===== src/rtl/fetch_sequencer.sv =====
// Instruction-fetch controller: owns the PC, reads the combinational ROM and
// presents one registered instruction to decode with valid/ready, redirect and halt.
module fetch_sequencer #(
  parameter int unsigned ADDR_W   = 10,
  parameter int unsigned DATA_W   = 32,
  parameter int unsigned RESET_PC = 0
) (
  input  logic              clk,
  input  logic              rst_n,
  output logic [ADDR_W-1:0] rom_address,
  input  logic [DATA_W-1:0] rom_inst,
  output logic [DATA_W-1:0] inst,
  output logic [ADDR_W-1:0] inst_pc,
  output logic              inst_valid,
  input  logic              inst_ready,
  input  logic              redirect_valid,
  input  logic [ADDR_W-1:0] redirect_target,
  input  logic              halt_req,
  output logic              halted,
  output logic              wrapped,
  output logic [15:0]       fetch_count
);

  localparam int unsigned CNT_W = 16;
  localparam logic [0:0] ST_RUN  = 1'b0;
  localparam logic [0:0] ST_HALT = 1'b1;

  logic [0:0]        state_q, state_d;
  logic [ADDR_W-1:0] pc_q, pc_d;
  logic [DATA_W-1:0] inst_q, inst_d;
  logic [ADDR_W-1:0] inst_pc_q, inst_pc_d;
  logic              valid_q, valid_d;
  logic              wrapped_q, wrapped_d;
  logic [CNT_W-1:0]  count_q, count_d;
  logic              slot_free;
  logic              fire;

  assign slot_free = !valid_q || inst_ready;
  assign fire      = valid_q && inst_ready;

  // State register
  always_ff @(posedge clk or negedge rst_n) begin
    if (!rst_n) begin
      state_q   <= ST_RUN;
      pc_q      <= ADDR_W'(RESET_PC);
      inst_q    <= '0;
      inst_pc_q <= '0;
      valid_q   <= 1'b0;
      wrapped_q <= 1'b0;
      count_q   <= '0;
    end else begin
      state_q   <= state_d;
      pc_q      <= pc_d;
      inst_q    <= inst_d;
      inst_pc_q <= inst_pc_d;
      valid_q   <= valid_d;
      wrapped_q <= wrapped_d;
      count_q   <= count_d;
    end
  end

  // Next-state: redirect has priority over halt, halt over fetch
  always_comb begin
    state_d   = state_q;
    pc_d      = pc_q;
    inst_d    = inst_q;
    inst_pc_d = inst_pc_q;
    valid_d   = valid_q;
    wrapped_d = wrapped_q;
    count_d   = count_q + CNT_W'(fire);

    if (redirect_valid) begin
      pc_d    = redirect_target;
      valid_d = 1'b0;
      state_d = halt_req ? ST_HALT : ST_RUN;
    end else if (state_q == ST_RUN) begin
      if (halt_req) begin
        state_d = ST_HALT;
        if (inst_ready) valid_d = 1'b0;
      end else if (slot_free) begin
        inst_d    = rom_inst;
        inst_pc_d = pc_q;
        valid_d   = 1'b1;
        pc_d      = pc_q + ADDR_W'(1);
        if (pc_q == '1) wrapped_d = 1'b1;
      end
    end else begin
      // Halted: a pending instruction drains on its handshake
      if (inst_ready) valid_d = 1'b0;
    end
  end

  assign rom_address = pc_q;
  assign inst        = inst_q;
  assign inst_pc     = inst_pc_q;
  assign inst_valid  = valid_q;
  assign halted      = (state_q == ST_HALT);
  assign wrapped     = wrapped_q;
  assign fetch_count = count_q;

endmodule

===== config.mk =====
export PLATFORM = sky130hd
export DESIGN_NAME = fetch_sequencer
export DESIGN_NICKNAME = d
export VERILOG_FILES = /design/src/rtl/fetch_sequencer.sv
export SDC_FILE = /design/constraint.sdc
export NUM_CORES = 1
export LEC_CHECK = 0
export ABC_AREA = 1
export CAP_MARGIN = 40
export CORE_MARGIN = 3
export CORE_UTILIZATION = 48
export DETAILED_ROUTE_END_ITERATION = 8
export PLACE_DENSITY = 0.86
export SLEW_MARGIN = 20
export SYNTH_ARGS = -nofsm -noshare
export SYNTH_HDL_FRONTEND = slang
export SYNTH_SLANG_ARGS = --single-unit

===== constraint.sdc =====
create_clock -name clk -period 3.1 [get_ports clk]
set_input_delay 0.93 -clock clk [delete_from_list [all_inputs] [get_ports clk]]
set_output_delay 0.93 -clock clk [all_outputs]
set_load 0.02 [all_outputs]

# After elaboration in Yosys (flattened, before gate mapping)
# Cells that the tools add are included.
[totals]
input_bits = 47
regBits = 71
latchBits = 0
ramBits = 0
mem_count = 0
out_inout_bits = 71
rom_bits = 0
[op_classes]
addsub = 2
div = 0
magnitude_cmp = 0
n_bitwise = 3
shifts = 0
muxes = 12
n_eq_ne = 3
reduce_logical = 8
mul = 0
[ops]
columns = ["cell", "count"]
rows = [
  ["$mux W10", 4],
  ["$add A16 B1 Y16", 1],
  ["$add A10 B1 Y10 const B", 1],
  ["$eq A10 B10 Y1 const B", 1],
  ["$mux W1", 8],
  ["$reduce_and A5 Y1", 1],
  ["$ne A2 B2 Y1 const B", 2],
  ["$reduce_and A4 Y1", 1],
  ["$reduce_bool A4 Y1", 1],
  ["$not A1 Y1", 3],
  ["$reduce_and A3 Y1", 1],
  ["$reduce_bool A2 Y1", 1],
  ["$logic_and A1 B1 Y1", 1],
  ["$logic_not A1 Y1", 1],
  ["$logic_or A1 B1 Y1", 1],
]

# Longest topological paths before layout
# Gate-level depths: netlist of run 1.
[depth]
depth_word = 6
mapped_depth = 10
mapped_depth_nobuf = 10

# Worst setup path after synthesis of run 1
# No wires, ideal clock.
[synth_path]
path_type = "input-to-reg"
startpoint = "input port inst_ready"
endpoint = "register count_q[14], in the netlist fetch_count[14]"
path_slack_ns = 1.055
setup_ns = 0.123
t_required_ns = 2.977
t_arrival_ns = 1.922
path_stages = 9
path_buffers = 0
path_cell_list = "nand2_1 > inv_1 > ha_1 > ha_1 > nand2_1 > nor2_2 > nand3_1 > o21ai_0 > nand2_1"
[synth_via]
elab_chain_len = 2
[synth_rtl]
columns = ["element", "line_no", "source"]
rows = [
  ["from (decl)", "15", "input logic inst_ready,"],
  ["$logic_and A1 B1 Y1", "39", "assign fire = valid_q && inst_ready;"],
  ["$add A16 B1 Y16", "70", "count_d = count_q + CNT_W'(fire);"],
  ["net count_d[14]", "34", "logic [CNT_W-1:0] count_q, count_d;"],
  ["to (signal assigned)", "58", "count_q <= count_d;"],
  ["to (decl)", "34", ""],
]
# The timed path passes the listed nets, and every way through them passes these cells.
# A chain may end at the register's enable or synchronous reset.

# Worst setup path in the final report of run 1
[layout_path]
startpoint = "register pc_q[2], in the netlist rom_address[2]"
endpoint = "output port rom_address[2]"
[layout_lines]
columns = ["element", "line_no", "source"]
rows = [
  ["from (decl)", "29", "logic [ADDR_W-1:0] pc_q, pc_d;"],
  ["from (signal assigned)", "45", "pc_q <= ADDR_W'(RESET_PC);"],
  ["from (signal assigned)", "53", "pc_q <= pc_d;"],
  ["to (decl)", "10", "output logic [ADDR_W-1:0] rom_address,"],
]
# No word-level cell between the ends.

==> results.sh, run 1 <==
export IMPL_synth_top_area_share_pct=55.9
export IMPL_dpl_worst_slack_ns=0.429
export IMPL_syn_nets=419
export IMPL_min_period_over_period_pct=78.9
export IMPL_p_seq_share_pct=42.7
export IMPL_crit_chain="clkdlybuf4s50_1"
export IMPL_die_height_um=87.4
export IMPL_gp_congestion=0.822
export IMPL_ff2ff_setup_slack_ns=1.47
export IMPL_io_buffers=117
export IMPL_ant_nets=0
export IMPL_drive_above_1_share_pct=6.31
export IMPL_critical_path_depth=1
export IMPL_syn_area_sq_um=3180
export IMPL_area_growth_pct=44.2
export IMPL_tns_ns=0
export IMPL_reg2reg_from="inst_valid"
export IMPL_r2r_end="fetch_count[14]"
export IMPL_p_leak_nw=2.21
export IMPL_ir_drop_v=0.000362
export IMPL_min_path_cells=2
export IMPL_diodes=0
export IMPL_dieArea_sq_um=7630
export IMPL_num_vias=2751
export IMPL_antenna_found_initial=0
export IMPL_cts_root_buf="clkbuf_8"
export IMPL_grt_usage_pct=21.4
export IMPL_slowest_delay_ns=0.69
export IMPL_core_sq_um=6390
export IMPL_grt_pass1_vias=2662
export IMPL_grt_setup_unrepaired="false"
export IMPL_post_cts_setup_buffer_count=0
export IMPL_ys_seq_elements=71
export IMPL_postSynthAreaPerCell_sq_um=8.64
export IMPL_path_class="reg -> out"
export IMPL_startpoint_type="register"
export IMPL_clock_path_buffers=2
export IMPL_row_count=29
export IMPL_worst_path_max_delay_cell="clkdlybuf4s50_1"
export IMPL_crit_path_end="rom_address[2]"
export IMPL_fill_cells=485
export IMPL_finalSetupViolCount=0
export IMPL_power_frac_clock_pct=25.2
export IMPL_worst_slew_pin_slew_ns=0.583
export IMPL_grt_first_pass_wirelength_mm=12.7
export IMPL_cts_sinks=71
export IMPL_htree_num_levels=3
export IMPL_arrival_ns=1.52
export IMPL_max_cap_violations=0
export IMPL_relSlewSlack_pct=61.1
export IMPL_wl_per_cell_um=13.7
export IMPL_comb_power_share_pct=32.1
export IMPL_yosysWarnings=0
export IMPL_switchingPower_mw=0.930
export IMPL_cp_buffers_inverters=1
export IMPL_p_int_mw=1.94
export IMPL_drt_iter0_drc=154
export IMPL_ys_types=28
export IMPL_start_util_pct=49.8
export IMPL_power_density_nw_per_um2=627
export IMPL_hold_buffers=0
export IMPL_clk_latency_ns=0.34
export IMPL_finalHoldViolCount=0
export IMPL_numCtsBuffers=9
export IMPL_via_per_inst=4.84
export IMPL_clk_pin_slew_ns=0.07
export IMPL_die_w_um=87.4
export IMPL_slew_violations=0
export IMPL_cts_resized=0
export IMPL_period_needed_ns=2.45
export IMPL_ioPinCount=118
export IMPL_switching_share_pct=32.3
export IMPL_firstDrtPassIters=4
export IMPL_status="completed"
export IMPL_crit_family="buffers and inverters"
export IMPL_drc=0
export IMPL_tritoncts="built"
export IMPL_r2r_cells=9
export IMPL_skew_ns=0.0105
export IMPL_worstSetupEndpointType="output pin"
export IMPL_drt_total_wl_mm=7.81
export IMPL_overflow=0
export IMPL_fmax_mhz=409
export IMPL_synth_area_leaders="dfrtp_1 (56%), nand2_1 (20%), nand3_1 (3.0%), inv_1 (2.7%), nor2_1 (2.6%)"
export IMPL_yosysTopAreaCell="dfrtp_1"
export IMPL_final_cell_area_sq_um=4580
export IMPL_netlist_instances=368
export IMPL_worstPathRequired_ns=2.17
export IMPL_path_max_fanout=7
export IMPL_timing_final_ws_setup_ns=0.653
export IMPL_dp_hpwl_mm=5.87
export IMPL_totalPowerFinal_mw=2.87
export IMPL_seq_area_frac_synth_pct=55.9
export IMPL_dpl_cell_area_sq_um=4400
export IMPL_grt_max_degree=50
export IMPL_finalNetCount=540
export IMPL_crit_start="rom_address[2]"
export IMPL_hold_slack_ns=0.477
export IMPL_hold_path_class="reg -> reg"
==> power groups by stage <==
stage	sequential [mW]	combinational, mW	clock (mW)
2_1_floorplan	1.45	0.212	0
3_3_place_gp	1.23	0.909	0
5_1_grt	1.25	0.995	0.775
4_1_cts	1.23	0.935	0.735
6_report	1.23	0.922	0.724
3_5_place_dp	1.24	0.930	0
==> placed cells by master (no fill, tap or decap) <==
| cell type | count |
|---|---|
| nand4_1 | 4 |
| inv_2 | 2 |
| nor2_4 | 3 |
| o211ai_1 | 3 |
| buf_4 | 3 |
| nor3_2 | 1 |
| clkdlybuf4s50_1 | 116 |
| buf_2 | 1 |
| ha_1 | 4 |
| nor2_1 | 22 |
| inv_4 | 1 |
| nand3_4 | 1 |
| xor2_1 | 9 |
| dfrtp_1 | 71 |
| nor3_1 | 2 |
| buf_12 | 1 |
| nand3_1 | 19 |
| a21oi_1 | 1 |
| clkbuf_1 | 1 |
| nor2_2 | 1 |
| mux2i_1 | 2 |
| o21ai_0 | 10 |
| a31oi_1 | 1 |
| o21bai_2 | 1 |
| inv_1 | 23 |
| clkbuf_8 | 11 |
| nand2_1 | 166 |
| bufinv_16 | 1 |
| o21a_1 | 1 |
| o21ai_1 | 2 |
| nand2_2 | 4 |
| xnor2_1 | 3 |
==> worst min-delay path by stage <==
stage | startpoint | to
after floorplan | inst[10] | inst[10]
after global placement | wrapped | wrapped
after detailed placement | inst[20] | inst[20]
after CTS | inst[29] | inst[29]
after global routing | inst[5] | inst[5]
final | inst[29] | inst[29]
==> cell type report <==
class	instances	area (sq um)	share of cell area, %
timing repair buffer	121	1210	26.4
clock inverter	1	30.0	0.655
inverter	26	100	2.18
tap	77	96.3	2.10
sequential	71	1780	38.8
multi-input combinational	260	1220	26.5
clock buffer	12	155	3.39
==> cell usage after synthesis (all sizes together) <==
library cell  count
o211ai            3
xor2              9
mux2i             2
nor3              3
nand2           170
ha                4
nand3            20
o21bai            1
nor2             26
inv              26
o21ai            12
o21a              1
dfrtp            71
a21oi             1
nand4             4
buf              11
a31oi             1
xnor2             3
==> through the flow <==
stage	std cells	utilization, %
finish	568	71.8
global route	568	71.8
CTS	568	71.8
detailed placement	555	68.9
global placement	555	68.9
floorplan	368	-
==> kinds of logic (layout without fill, tap and decap cells) <==
logic type                 after synthesis  count (layout)  synth area share, %
adders and majority gates                4               4                 1.57
buffers and inverters                   37             160                 5.83
AOI/OAI and AO/OA                       19              19                 3.54
muxes                                    2               2                0.630
and+or+nand+nor                        223             223                 29.2
xor gates and xnor gates                12              12                 3.31
DFF                                     71              71                 55.9
==> routing by layer <==
layer  global-route usage [%]  vias up  part of all wire (%)
met4                     9.48        0                   2.4
met3                     4.92       14                   5.7
met1                     28.3     1270                    43
met5                        0        -                     0
li1                         -     1377                     -
met2                     33.7       90                    49
==> flip-flops by register name, indices dropped and copies added, names as in the netlist <==
signal	count
fetch_count	16
inst	32
rom_address	10
inst_valid	1
inst_pc	10
halted	1
wrapped	1
==> worst reg2reg max path, delay by kind of cell, from the launching register on <==
kind	cells	cell delay, ns
compound gates	1	0.19
simple gates	5	0.53
fa+ha+maj	2	0.34
buf+inv	1	0.07
flops	1	0.39
Note: power is estimated with default switching activity, not from simulation.
==> run 2: changes to the inputs <==
--- a/config.mk
+++ b/config.mk
@@ -8,9 +8,9 @@
 export ABC_AREA = 1
 export CAP_MARGIN = 40
 export CORE_MARGIN = 3
-export CORE_UTILIZATION = 48
+export CORE_UTILIZATION = 44
 export DETAILED_ROUTE_END_ITERATION = 8
-export PLACE_DENSITY = 0.86
+export PLACE_DENSITY = 0.8
 export SLEW_MARGIN = 20
 export SYNTH_ARGS = -nofsm -noshare
 export SYNTH_HDL_FRONTEND = slang
==> constraint.sdc (replaced) <==
create_clock -name clk -period 2.34 [get_ports clk]
set_input_delay 0.702 -clock clk [delete_from_list [all_inputs] [get_ports clk]]
set_output_delay 0.702 -clock clk [all_outputs]
set_load 0.02 [all_outputs]
==> run 2 against run 1 <==
Via count up 2.3%; global-route usage down 1.8 points; sequential cell count unchanged; worst hold slack worse by 0.11 ns; combinational power up 33%; sequential power up 32%; critical endpoint unchanged; largest power group unchanged.
==> results.sh, run 2 (synthesis gave the netlist of run 1 again) <==
export IMPL_die_w_um=91.0
export IMPL_ant_nets=0
export IMPL_startpoint_type="register"
export IMPL_tns_ns=0
export IMPL_worstSetupEndpointType="output pin"
export IMPL_slowest_delay_ns=0.70
export IMPL_layoutNonFillerInstCount=596
export IMPL_post_cts_setup_buffer_count=0
export IMPL_finalNetCount=546
export IMPL_final_core_util_pct=68.3
export IMPL_clk_pin_slew_ns=0.08
export IMPL_reg2reg_from="inst_valid"
export IMPL_crit_family="buffers and inverters"
export IMPL_cts_root_buf="clkbuf_8"
export IMPL_die_height_um=91.0
export IMPL_layout_commonest_cell="nand2_1"
export IMPL_hold_path_class="in -> async"
export IMPL_dieArea_sq_um=8280
export IMPL_r2r_cells=9
export IMPL_worst_slew_pin_slew_ns=0.377
export IMPL_grt_max_degree=72
export IMPL_worstPathRequired_ns=1.64
export IMPL_grt_setup_unrepaired="false"
export IMPL_drt_iter0_drc=87
export IMPL_via_per_inst=4.72
export IMPL_clock_path_buffers=2
export IMPL_grt_first_pass_wirelength_mm=13.0
export IMPL_path_max_fanout=7
export IMPL_power_density_nw_per_um2=850
export IMPL_r2r_end="fetch_count[14]"
export IMPL_p_leak_nw=2.27
export IMPL_post_place_cells=580
export IMPL_numCtsBuffers=9
export IMPL_worst_path_max_delay_cell="clkdlybuf4s50_1"
export IMPL_grt_usage_pct=19.6
export IMPL_num_vias=2815
export IMPL_dpl_cell_area_sq_um=4480
export IMPL_relSlewSlack_pct=74.8
export IMPL_ff2ff_setup_slack_ns=0.69
export IMPL_arrival_ns=1.55
export IMPL_core_sq_um=6910
export IMPL_diodes=0
export IMPL_drt_total_wl_mm=7.78
export IMPL_finalHoldViolCount=0
export IMPL_min_period_over_period_pct=96.4
export IMPL_row_count=30
export IMPL_start_util_pct=46.0
export IMPL_dp_hpwl_mm=5.84
export IMPL_dpl_worst_slack_ns=-0.0616
export IMPL_final_cell_area_sq_um=4720
export IMPL_crit_chain="clkdlybuf4s50_1"
export IMPL_largest_register_ffs=32
export IMPL_final_cell_mix="nand2_1 (166), clkdlybuf4s50_1 (116), dfrtp_1 (71), inv_1 (23), nor2_1 (22)"
export IMPL_grt_pass1_vias=2755
export IMPL_fmax_mhz=443
export IMPL_cp_buffers_inverters=1
export IMPL_fill_cells=556
export IMPL_area_growth_pct=48.4
export IMPL_cts_resized=0
export IMPL_cts_sinks=71
export IMPL_overflow=0
export IMPL_htree_num_levels=3
export IMPL_io_buffers=117
export IMPL_skew_ns=0.00892
export IMPL_clk_latency_ns=0.34
export IMPL_drc=0
export IMPL_tritoncts="built"
export IMPL_wl_per_cell_um=13.0
export IMPL_status="completed"
export IMPL_slew_violations=0
export IMPL_max_cap_violations=0
export IMPL_path_class="reg -> out"
export IMPL_gp_congestion=0.858
export IMPL_ir_drop_v=0.000391
export IMPL_ioPinCount=118
export IMPL_finalSetupViolCount=0
export IMPL_hold_buffers=0
export IMPL_period_needed_ns=2.25
export IMPL_drive_above_1_share_pct=8.00
export IMPL_firstDrtPassIters=4
export IMPL_antenna_found_initial=0
export IMPL_timing_final_ws_setup_ns=0.0850
==> run 2: changes by cell type in the layout (fill, tap and decap cells not counted) <==
cell	delta
clkinv_2	+2
bufinv_16	+2
buf_4	+5
buf_12	+1
clkbuf_8	-2
clkinv_4	+1
==> run 2: routing by layer <==
metal  track usage [%]  vias up  routed length, um
met3              5.22       19                422
met4              8.67        0                210
met5                 0        -                  0
met1              24.6     1293               3410
li1                  -     1401                  -
met2              31.9      102               3730
==> run 2: per-stage QoR <==
stage | hold slack (ns) | total power [mW]
detailed placement | 0.464 | 2.89
global route | 0.385 | 4.22
global placement | 0.461 | 2.86
finish | 0.367 | 4.01
floorplan | 0.406 | 2.20
CTS | 0.388 | 4.06
==> run 2: worst reg2reg max path, stage by stage (launching register included) <==
cell and delay, ns:
dfrtp_1 0.40, nand2_1 0.06, inv_1 0.08, ha_1 0.17
ha_1 0.17, nand2_1 0.06, nor2_2 0.18, nand3_1 0.16
o21ai_0 0.18, nand2_1 0.07
==> run 2: area by class of cell <==
class / count / area, sq um / area share (%)
inverter: 26 / 100 / 2.12
tap: 96 / 120 / 2.55
clock buffer: 10 / 128 / 2.71
sequential: 71 / 1780 / 37.7
multi-input combinational: 260 / 1220 / 25.8
clock inverter: 6 / 109 / 2.31
timing repair buffer: 127 / 1270 / 26.9
==> run 2: worst max-delay path by stage <==
| stage | startpoint | endpoint | slack [ns] | cells past startpoint |
|---|---|---|---|---|
| after global routing | rom_address[2] | rom_address[2] | 0.02 | 1 |
| after detailed placement | inst_ready | fetch_count[14] | -0.06 | 10 |
| after global placement | inst_ready | fetch_count[14] | -0.01 | 10 |
| after CTS | rom_address[2] | rom_address[2] | 0.07 | 1 |
| final | rom_address[2] | rom_address[2] | 0.09 | 1 |
| after floorplan | inst_ready | fetch_count[14] | 0.52 | 9 |
==> run 2: report_power, final <==
group	internal, mW	switching [mW]
registers	1.46	0.166
logic	0.594	0.638
clock network	0.707	0.445
==> run 3: changes to the inputs <==
--- a/config.mk
+++ b/config.mk
@@ -5,10 +5,10 @@
 export SDC_FILE = /design/constraint.sdc
 export NUM_CORES = 1
 export LEC_CHECK = 0
-export ABC_AREA = 1
+export ABC_AREA = 0
 export CAP_MARGIN = 40
 export CORE_MARGIN = 3
-export CORE_UTILIZATION = 44
+export CORE_UTILIZATION = 43
 export DETAILED_ROUTE_END_ITERATION = 8
 export PLACE_DENSITY = 0.8
 export SLEW_MARGIN = 20
==> run 3 against run 2 <==
Power fell by 3.9%; via count down 23%; worst hold slack worse by 0.083 ns; critical endpoint is now halted.
==> results.sh, run 3 <==
export IMPL_io_buffers=117
export IMPL_clk_pin_slew_ns=0.07
export IMPL_layoutNonFillerInstCount=430
export IMPL_fmax_mhz=462
export IMPL_ioPinCount=118
export IMPL_slew_violations=0
export IMPL_grt_first_pass_wirelength_mm=10.4
export IMPL_max_cap_violations=0
export IMPL_grt_setup_unrepaired="false"
export IMPL_clock_path_buffers=2
export IMPL_antenna_found_initial=0
export IMPL_crit_start="halted"
export IMPL_relSlewSlack_pct=73.6
export IMPL_synth_ff_type="dfrtp_1"
export IMPL_synth_area_leaders="dfrtp_1 (60%), mux2_2 (16%), xnor2_1 (3.5%), xor2_1 (2.7%), nand4_1 (1.9%)"
export IMPL_cp_buffers_inverters=1
export IMPL_layout_commonest_cell="clkdlybuf4s50_1"
export IMPL_startpoint_type="register"
export IMPL_reg2reg_from="inst_valid"
export IMPL_power_frac_clock_pct=28.8
export IMPL_drc=0
export IMPL_post_place_cells=414
export IMPL_path_class="reg -> out"
export IMPL_grt_pass1_vias=2194
export IMPL_dp_hpwl_mm=5.07
export IMPL_skew_ns=0.00603
export IMPL_grt_usage_pct=17.5
export IMPL_firstDrtPassIters=4
export IMPL_ant_nets=0
export IMPL_largest_register_ffs=32
export IMPL_ys_types=32
export IMPL_final_core_util_pct=69.7
export IMPL_wl_per_cell_um=15.5
export IMPL_crit_family="buffers and inverters"
export IMPL_hold_buffers=0
export IMPL_synth_enable_flop_cells=0
export IMPL_worst_path_max_delay_cell="clkdlybuf4s50_1"
export IMPL_worstPathRequired_ns=1.64
export IMPL_ys_seq_elements=71
export IMPL_p_leak_nw=1.91
export IMPL_drive_above_1_share_pct=21.2
export IMPL_grt_max_degree=31
export IMPL_synth_top_area_share_pct=60.0
export IMPL_core_sq_um=6490
export IMPL_syn_nets=267
export IMPL_finalHoldViolCount=0
export IMPL_row_count=29
export IMPL_path_max_fanout=3
export IMPL_worstSetupEndpointType="output pin"
export IMPL_final_cell_mix="clkdlybuf4s50_1 (116), dfrtp_1 (71), mux2_2 (42), nand2_1 (14), xnor2_1 (12)"
export IMPL_min_period_over_period_pct=92.5
export IMPL_crit_chain="clkdlybuf4s50_1"
export IMPL_ir_drop_v=0.000558
export IMPL_cts_resized=0
export IMPL_r2r_cells=7
export IMPL_switching_share_pct=29.0
export IMPL_power_density_nw_per_um2=850
export IMPL_synth_most_common_cell="dfrtp_1"
export IMPL_drt_iter0_drc=37
export IMPL_worst_slew_pin_slew_ns=0.396
export IMPL_drt_total_wl_mm=6.67
export IMPL_yosysTopAreaCell="dfrtp_1"
export IMPL_netlist_instances=216
export IMPL_syn_area_sq_um=2960
export IMPL_async_reset_ff_share_pct=100
export IMPL_overflow=0
export IMPL_post_cts_setup_buffer_count=0
export IMPL_totalPowerFinal_mw=3.85
export IMPL_arrival_ns=1.46
export IMPL_p_int_mw=2.74
export IMPL_dieArea_sq_um=7920
export IMPL_switchingPower_mw=1.12
export IMPL_htree_num_levels=3
export IMPL_hold_path_class="in -> async"
export IMPL_period_needed_ns=2.16
export IMPL_die_height_um=89.0
export IMPL_cts_sinks=71
export IMPL_diodes=0
export IMPL_area_growth_pct=52.9
export IMPL_slowest_delay_ns=0.66
export IMPL_finalNetCount=399
export IMPL_clk_latency_ns=0.34
export IMPL_start_util_pct=45.6
export IMPL_status="completed"
export IMPL_num_vias=2156
export IMPL_postSynthAreaPerCell_sq_um=13.7
export IMPL_cts_root_buf="clkbuf_8"
export IMPL_via_per_inst=5.01
export IMPL_yosysWarnings=0
export IMPL_critical_path_depth=1
export IMPL_die_w_um=89.0
export IMPL_hold_slack_ns=0.284
export IMPL_comb_power_share_pct=29.6
export IMPL_numCtsBuffers=9
export IMPL_gp_congestion=0.807
export IMPL_ys_top_cells_by_count="dfrtp_1 (71), mux2_2 (42), nand2_1 (14)"
export IMPL_tns_ns=0
export IMPL_tritoncts="built"
export IMPL_p_seq_share_pct=41.6
export IMPL_seq_area_frac_synth_pct=60.0
export IMPL_finalSetupViolCount=0
run 3: changes by cell type in the layout (fill, tap and decap cells not counted), moves of 3 or more:
| cell | delta |
|---|---|
| nand2_1 | -152 |
| mux2_2 | +42 |
| inv_1 | -20 |
| nor2_1 | -17 |
| nand3_1 | -11 |
| xnor2_1 | +9 |
| nand4_1 | +5 |
| and2_1 | +4 |
| and4_1 | +3 |
| nand2_2 | -3 |
run 3: cell families after synthesis:
family | Yosys count | synth area share (%)
muxes | 44 | 16.7
adders and majority gates | 4 | 1.69
xor gates and xnor gates | 21 | 6.21
AOI/OAI and AO/OA | 13 | 2.58
buffers and inverters | 10 | 2.03
and+or+nand+nor | 53 | 10.8
DFF | 71 | 60.0
run 3: worst paths after layout:
| check | end | slack (ns) |
|---|---|---|
| hold / removal | fetch_count[10] | 0.28 |
| hold reg to reg | fetch_count[15] | 0.48 |
| max in group asynchronous | inst[2] | 1.48 |
| min in group clk | fetch_count[15] | 0.48 |
| setup reg to reg | fetch_count[8] | 0.75 |
| setup / recovery | halted | 0.18 |
run 3: metrics by stage:
stage | area (sq um) | worst slack [ns]
floorplan | 2960 | 0.493
global placement | 4300 | -0.00447
detailed placement | 4300 | -0.0708
CTS | 4530 | 0.144
global route | 4530 | 0.0993
finish | 4530 | 0.176
run 3: worst reg2reg max path: stages (launching register included):
cell and delay, ns:
dfrtp_1 0.37, and2_1 0.15, ha_1 0.17, ha_1 0.17, nand2_1 0.06, nor2_1 0.27
nand4_1 0.16, xnor2_1 0.14
run 3: metal layers:
layer | part of all wire (%) | track usage (%) | up-vias
li1 | - | - | 1023
met1 | 43 | 22.4 | 1043
met2 | 49 | 27.5 | 78
met3 | 6.2 | 4.15 | 12
met4 | 2.2 | 9.34 | 0
met5 | 0 | 0 | -
run 3: cell type report:
class / count / area, sq um
Timing Repair Buffer: 128 / 1290
Fill cell: 468 / 1970
Clock buffer: 11 / 151
Sequential cell: 71 / 1780
Tap cell: 77 / 96.3
Clock inverter: 5 / 80.1
Inverter: 3 / 11.3
Multi-Input combinational cell: 135 / 1120
run 3: power by group through the flow:
| stage | sequential (mW) | combinational, mW | clock [mW] |
|---|---|---|---|
| 6_report | 1.60 | 1.14 | 1.11 |
| 2_1_floorplan | 1.90 | 0.234 | 0 |
| 3_3_place_gp | 1.61 | 1.14 | 0 |
| 4_1_cts | 1.61 | 1.16 | 1.14 |
| 5_1_grt | 1.63 | 1.21 | 1.20 |
| 3_5_place_dp | 1.63 | 1.16 | 0 |
